`config.mk`:
```
export PLATFORM = sky130hd
export DESIGN_NAME = ls1u_int_ctrl
export DESIGN_NICKNAME = d
export VERILOG_FILES = /design/src/rtl/ls1u_int_ctrl.sv
export SDC_FILE = /design/constraint.sdc
export NUM_CORES = 1
export LEC_CHECK = 0
export ABC_AREA = 0
export CORE_MARGIN = 2
export CORE_UTILIZATION = 35
export DETAILED_ROUTE_END_ITERATION = 12
export PLACE_DENSITY_LB_ADDON = 0.05
export SLEW_MARGIN = 20
export SYNTH_ARGS = -nofsm -noshare
export SYNTH_HDL_FRONTEND = slang
export SYNTH_SLANG_ARGS = --single-unit
```
`constraint.sdc`:
```
create_clock -name clk -period 3.36 [get_ports clk]
set_input_delay 1.008 -clock clk [delete_from_list [all_inputs] [get_ports clk]]
set_output_delay 1.008 -clock clk [all_outputs]
set_load 0.01 [all_outputs]
```
`src/rtl/ls1u_int_ctrl.sv`:
```
// ls1u_int_ctrl: 8-line prioritised interrupt controller for KC_LS1u_plus, configured over the XCR bus.
// Optional build macro LS1U_INTC_SWI_EN enables software interrupt set (offset 6) on edge lines 0-3.
module ls1u_int_ctrl #(
  parameter logic [7:0]  XCR_BASE  = 8'h10,
  parameter int unsigned VEC_SHIFT = 4,
  parameter logic [23:0] VBASE_RST = 24'h000100
) (
  input  logic        clk,
  input  logic        rst,
  input  logic [7:0]  irq_i,
  input  logic [7:0]  xcr_a,
  input  logic [7:0]  xcr_wdata,
  input  logic        xcr_we,
  input  logic        xcr_cs,
  output logic [7:0]  xcr_rdata,
  output logic        int_o,
  output logic [23:0] ivec_addr_o,
  input  logic        in_isp_i
);

  typedef enum logic [1:0] {S_IDLE, S_REQ, S_SVC} state_e;

  // Lines 0-3 are edge-triggered, 4-7 follow their input level.
  localparam logic [7:0] EDGE_MASK = 8'h0F;

  state_e      state_q, state_d;
  logic [7:0]  ie_q, ie_d;
  logic [7:0]  ip_q, ip_d;
  logic [7:0]  irq_dly_q;
  logic [23:0] vbase_q, vbase_d;
  logic [23:0] ivec_q, ivec_d;
  logic        gen_q, gen_d;
  logic        int_q, int_d;
  logic [2:0]  id_q, id_d;

  logic        hit, wr;
  logic [2:0]  off;
  logic [7:0]  req, edge_set, swi_set, w1c_clr, ack_clr;
  logic [2:0]  win_id;

  always_comb begin
    hit = xcr_cs && (xcr_a[7:3] == XCR_BASE[7:3]);
    wr  = hit && xcr_we;
    off = xcr_a[2:0];
  end

  always_comb begin
    req    = ip_q & ie_q;
    win_id = '0;
    for (int i = 7; i >= 0; i--) begin
      if (req[i]) win_id = 3'(i);
    end
  end

  // State register; irq delay runs free so edges are judged against the true previous input.
  always_ff @(posedge clk) begin
    irq_dly_q <= irq_i;
    if (rst) begin
      state_q <= S_IDLE;
      ie_q    <= '0;
      ip_q    <= '0;
      vbase_q <= VBASE_RST;
      gen_q   <= 1'b0;
      id_q    <= '0;
      int_q   <= 1'b0;
      ivec_q  <= VBASE_RST;
    end else begin
      state_q <= state_d;
      ie_q    <= ie_d;
      ip_q    <= ip_d;
      vbase_q <= vbase_d;
      gen_q   <= gen_d;
      id_q    <= id_d;
      int_q   <= int_d;
      ivec_q  <= ivec_d;
    end
  end

  // Next state: id and vector are captured once at arbitration and frozen until the service ends.
  always_comb begin
    state_d = state_q;
    id_d    = id_q;
    int_d   = int_q;
    ivec_d  = ivec_q;
    ack_clr = '0;
    case (state_q)
      S_IDLE: begin
        if (gen_q && (|req)) begin
          id_d    = win_id;
          ivec_d  = vbase_q + (24'(win_id) << VEC_SHIFT);
          int_d   = 1'b1;
          state_d = S_REQ;
        end
      end
      S_REQ: begin
        if (in_isp_i) begin
          int_d   = 1'b0;
          ack_clr = (8'b1 << id_q) & EDGE_MASK;
          state_d = S_SVC;
        end
      end
      S_SVC: begin
        int_d = 1'b0;
        if (!in_isp_i) begin
          id_d    = '0;
          state_d = S_IDLE;
        end
      end
      default: begin
        int_d   = 1'b0;
        state_d = S_IDLE;
      end
    endcase
  end

  always_comb begin
    ie_d     = ie_q;
    vbase_d  = vbase_q;
    gen_d    = gen_q;
    edge_set = irq_i & ~irq_dly_q & EDGE_MASK;
    w1c_clr  = (wr && (off == 3'd1)) ? xcr_wdata : 8'h00;
`ifdef LS1U_INTC_SWI_EN
    swi_set  = (wr && (off == 3'd6)) ? {4'b0000, xcr_wdata[3:0]} : 8'h00;
`else
    swi_set  = 8'h00;
`endif
    // Set sources win over any clear landing in the same cycle.
    ip_d = (((ip_q & ~w1c_clr & ~ack_clr) | edge_set | swi_set) & EDGE_MASK) |
           (irq_i & ~EDGE_MASK);
    if (wr) begin
      case (off)
        3'd0: ie_d           = xcr_wdata;
        3'd2: vbase_d[7:0]   = xcr_wdata;
        3'd3: vbase_d[15:8]  = xcr_wdata;
        3'd4: vbase_d[23:16] = xcr_wdata;
        3'd7: gen_d          = xcr_wdata[0];
        default: ;
      endcase
    end
  end

  always_comb begin
    int_o       = int_q;
    ivec_addr_o = ivec_q;
    xcr_rdata   = 8'h00;
    if (hit && !xcr_we) begin
      case (off)
        3'd0: xcr_rdata = ie_q;
        3'd1: xcr_rdata = ip_q;
        3'd2: xcr_rdata = vbase_q[7:0];
        3'd3: xcr_rdata = vbase_q[15:8];
        3'd4: xcr_rdata = vbase_q[23:16];
        3'd5: xcr_rdata = {(state_q != S_IDLE), 4'b0000, id_q};
        3'd7: xcr_rdata = {7'b0000000, gen_q};
        default: xcr_rdata = 8'h00;
      endcase
    end
  end

endmodule

```
* Word-level counts from Yosys, hierarchy flattened *
Index checks and enable logic that the tools add are counted.

storage, ports and cells
  output and inout bits = 33
  memories = 0
  bits in latches = 0
  word-level logic and storage cells = 77
  bits in read-only memories = 0
  memory bits (writable) = 0
  flip-flop bits (word level) = 75
  input port bits = 29

cells by class
  multiplexer cells = 23
  shift-type cells = 1
  reductions and logical operators = 20
  equality and inequality tests = 12
  $mul = 0
  div/mod/pow operators = 0
  magnitude comparators = 0
  bitwise operators = 9
  add/subtract/negate cells = 1

operators with widths
  operator                                                            count
  8-bit one-hot mux with 7 select lines                               1
  3-bit two-way mux                                                   10
  24-bit by 7-bit adder with 24-bit output                            1
  2-bit AND reduction                                                 7
  4-bit bitwise AND                                                   3
  4-bit two-way mux                                                   3
  4-bit NOT                                                           3
  3-bit == test (second input constant)                               3
  8-bit bitwise AND                                                   1
  8-bit two-way mux                                                   1
  4-bit by 8-bit OR with 8-bit output                                 1
  8-bit OR reduction                                                  1
  3-bit by 2-bit == test with 1-bit output (second input constant)    2
  2-bit two-way mux                                                   3
  2-bit != test (second input constant)                               3
  2-bit one-hot mux with 3 select lines                               1
  3-bit one-hot mux with 2 select lines                               1
  3-bit AND reduction                                                 2
  5-bit by 2-bit == test with 1-bit output (second input constant)    1
  1-bit logical AND                                                   5
  4-bit OR                                                            1
  2-bit nonzero test                                                  2
  1-bit by 3-bit << shifter with 4-bit output (first input constant)  1
  3-bit by 1-bit == test with 1-bit output (second input constant)    1
  other kinds (7)                                                     8

* Logic depth before layout (Yosys ltp) *
  depth in word-level cells = 11
  mapped depth = 12
  gate-level depth less buffers = 12

* Worst setup path after synthesis *
No wires, ideal clock.

  path kind = input -> output
  from = input port xcr_a[2]
  to = output port xcr_rdata[1]
  stages = 5
  path buffers = 2
  required time = 2.352 ns
  data arrival time = 2.072 ns
  setup slack = 0.280 ns
  cell sequence = buf_2 -> buf_2 -> a31oi_1 -> nand3_1 -> a211oi_1

on the way
  word-level cells in the longest chain between the ends = 3

ends and longest elaborated chain
  item                                     line  source
  start, declared                          11    input logic [7:0] xcr_a,
  3-bit == test (tied with other cells)    147   case (off)
  8-bit one-hot mux with 7 select lines *  147
  8-bit two-way mux *                      146   if (hit && !xcr_we) begin
  end, declared                            15    output logic [7:0] xcr_rdata,

Mark *: on every way between the ends. The rest lies on a longest branch, timed or not.

* Worst setup path after layout *
  from = input port xcr_a[2]
  to = output port xcr_rdata[4]

The elaborated chain is that of the path after synthesis.

==> results.cfg <==
[power]
cellPowerDensity_nw_per_um2 = 369
seqPwrFrac_pct = 51.6
p_int_mw = 1.31
peakVddDrop_mv = 0.156
p_total_mw = 1.76
clock_power_share_pct = 41.2
p_switching_uw = 449
comb_power_share_pct = 7.2
power_leakage_nw = 1.88
switching_share_pct = 25.5

[clock_network]
clk_pin_slew_ns = 0.08
cts_tree = built
cts_buffers = 9
cts_max_path_buffers = 2
cts_num_sinks = 75
root_buffer = clkbuf_8
h-tree-depth = 3
clk_latency_ns = 0.35

[floorplan]
num_rows = 37
die_y_um = 107
core_um2 = 10300
start_util_pct = 35.9
dieArea_um2 = 11400
die_w_um = 107
io_pins = 62

[drt]
drt-pass1-iter-count = 4
drt_wl_total_um = 11500
wire_per_inst_um = 17.8
drtAntennaViolNets = 0
vias = 3340
vias_per_cell = 5.20
first_iter_violations = 197
drcViolationCount = 0

[yosys]
avgSynthCellArea_um2 = 8.73
ys_ff_latch = 75
syn_nets = 456
synth_edf_count = 0
syn_area_um2 = 3690
synth.distinct_cells = 57
syn_inst = 423
synth_ff_type = dfxtp_1
synthArstFlopShare_pct = 0
synth_warnings = 0
ys_seq_area_share_pct = 40.7

[sta]
finalHoldWorstSlack_ns = 0.453
finalWorstSetupSlack_ns = 0.0651
maxSlewHeadroom_pct = 60.8
skew_ns = 0.0132
post-route-period-util_pct = 98.1
hold_violations = 0
setup_violations = 0
fmax_ghz = 0.303
tightestPinTransition_ns = 0.588
drv_slew = 0
min_period_ns = 3.29

[place]
place_area_um2 = 4530
gp_congestion = 0.939
dpl.hpwl_um = 8430
portBuffers = 61
pre_cts_ws_ns = -0.690

[critical_path]
critical_path_class = input pin to output pin
r2r_end = ivec_addr_o[14]
cp-end-kind = output pin
worstSetupStartpoint = xcr_a[2]
worst-path-max-fanout = 6
crit_required_ns = 2.35
path_buf_inv = 3
cp.arrival_ns = 2.29
cpPeakStageDelay_ns = 0.33
crit_slowest_cell = dlygate4sd2_1
cp-start-kind = input pin
r2r_slack_ns = 0.64
cpLargestDelayFamily = buffers and inverters
cp-endpoint = xcr_rdata[4]
crit_chain = dlygate4sd2_1 -> buf_6 -> mux2_2 -> a22oi_1 -> a21oi_2 -> buf_2
r2r_cells = 11
timing.rr.start = ip_q[3]
path_depth = 6

[cells_and_area]
area_delta_synth_final_pct = 29.2
fin_area_um2 = 4770
diodes = 0
post-route-util_pct = 46.4
drive_gt1_share_pct = 17.8
layout.nets = 534

[grt]
grt-ovfl-total = 0
grt_pass1_wl_um = 18000
grt_pass1_vias = 3261
track_usage_pct = 20.9
antenna_found_initial = 0
grt_max_degree = 56

[run_status]
status = completed

[job]
cap_violations = 0

[min_path]
hold_path.class = register to register
hold_start = ivec_addr_o[6]
-- power by group through the flow --
| stage | combinational (mW) | sequential (mW) | clock [mW] |
|---|---|---|---|
| finish | 0.127 | 0.907 | 0.725 |
| floorplan | 0.0500 | 0.923 | 0 |
| CTS | 0.128 | 0.907 | 0.743 |
| global route | 0.137 | 0.908 | 0.780 |
| global placement | 0.123 | 0.928 | 0 |
| detailed placement | 0.123 | 0.928 | 0 |
-- metrics by stage --
| stage | cells | setup TNS [ns] |
|---|---|---|
| after floorplan | 423 | 0 |
| after global placement | 625 | -4.80 |
| after detailed placement | 625 | -4.60 |
| after CTS | 643 | 0 |
| after global routing | 642 | -0.0119 |
| final | 642 | 0 |
-- logic make-up after synthesis --
group | after synthesis | share of synthesized area, %
and+or+nand+nor | 162 | 21.9
AOI/OAI and AO/OA | 102 | 17.9
DFF | 75 | 40.7
buffers and inverters | 33 | 4.95
muxes | 28 | 8.44
xor gates and xnor gates | 19 | 4.51
adders and majority gates | 4 | 1.56
-- worst min path at each step --
stage                endpoint  slack [ns]  depth (start not counted)
6_report       ivec_addr_o[6]        0.45                          2
5_1_grt        ivec_addr_o[7]        0.48                          2
3_3_place_gp   ivec_addr_o[1]        0.44                          2
2_1_floorplan  ivec_addr_o[2]        0.44                          2
4_1_cts        ivec_addr_o[6]        0.46                          2
3_5_place_dp   ivec_addr_o[6]        0.45                          2
-- cells in the mapped netlist, drive strengths merged, types with 2 or more instances --
master,instances,area share (%)
nand4,3,0.51
a22o,2,0.47
a31oi,3,0.92
a211oi,5,1.2
nor2b,6,1.2
buf,15,3.1
and3,6,1.2
nor2,43,4.4
inv,10,1.0
xnor2,9,2.1
nand3,33,5.2
and4,2,0.51
a22oi,12,2.4
clkbuf,8,0.81
mux2i,21,5.7
a31o,2,0.47
mux2,5,1.5
mux4,2,1.2
a21oi,46,6.2
and2,2,0.41
o21ai,17,2.3
ha,3,1.0
nor3b,2,0.71
dfxtp,75,41
xor2,10,2.4
a221oi,3,0.71
nor3,7,1.4
a21o,3,0.61
nand2,54,5.5
-- final cells by class --
cell class              instances  area, um2
repair buffers                 90        797
clock buffers                  10        128
clock inverters                 6       72.6
fillers                      1044       5510
well taps                     136        170
inverters                      10       37.5
multi-input cells             315       2060
flip-flops and latches         75       1500
-- routing by layer --
layer	track usage (%)	part of all wire, %	routed length (um)	vias up
met3	5.41	6.6	760	15
li1	-	-	-	1658
met5	0	0	0	-
met1	27.2	44	5090	1585
met2	33.4	47	5420	82
met4	7.51	1.6	187	0
-- state kept, by name, indices dropped and copies added, names as in the netlist --
register / count
ivec_addr_o: 24
vbase_q: 24
irq_dly_q: 4
id_q: 3
state_q: 2
gen_q: 1
ip_q: 8
ie_q: 8
int_o: 1
-- repair_timing --
item | CTS | global route
setup endpoints to repair | 8 | 8
hold buffers | 0 | 0
setup buffers | 1 | 0
pin swaps | 5 | 5
resized for setup | 50 | 7
cloned | 1 | 0
-- tightest hold or removal path: stages, from the launching register on --
cell and delay [ns]:
dfxtp_1 0.31, nand2_1 0.05, a21oi_1 0.05
-- layout by cell type (no fill, tap or decap), drive strengths merged, types with 3 or more instances in the layout --
cell / netlist / final
clkbuf: 8 / 10
mux2i: 21 / 21
dlygate4sd2: 0 / 4
nand2: 54 / 54
nor2b: 6 / 6
a21o: 3 / 3
buf: 15 / 38
nor3: 7 / 7
a21oi: 46 / 46
xor2: 10 / 10
a211oi: 5 / 5
nand4: 3 / 3
a22oi: 12 / 12
dfxtp: 75 / 75
clkdlybuf4s50: 0 / 45
ha: 3 / 3
a221oi: 3 / 3
xnor2: 9 / 9
mux2: 5 / 5
nor2: 43 / 43
and3: 6 / 6
inv: 10 / 12
o21ai: 17 / 17
a31oi: 3 / 3
nand3: 33 / 33
Note: power is estimated with default switching activity, not from simulation.
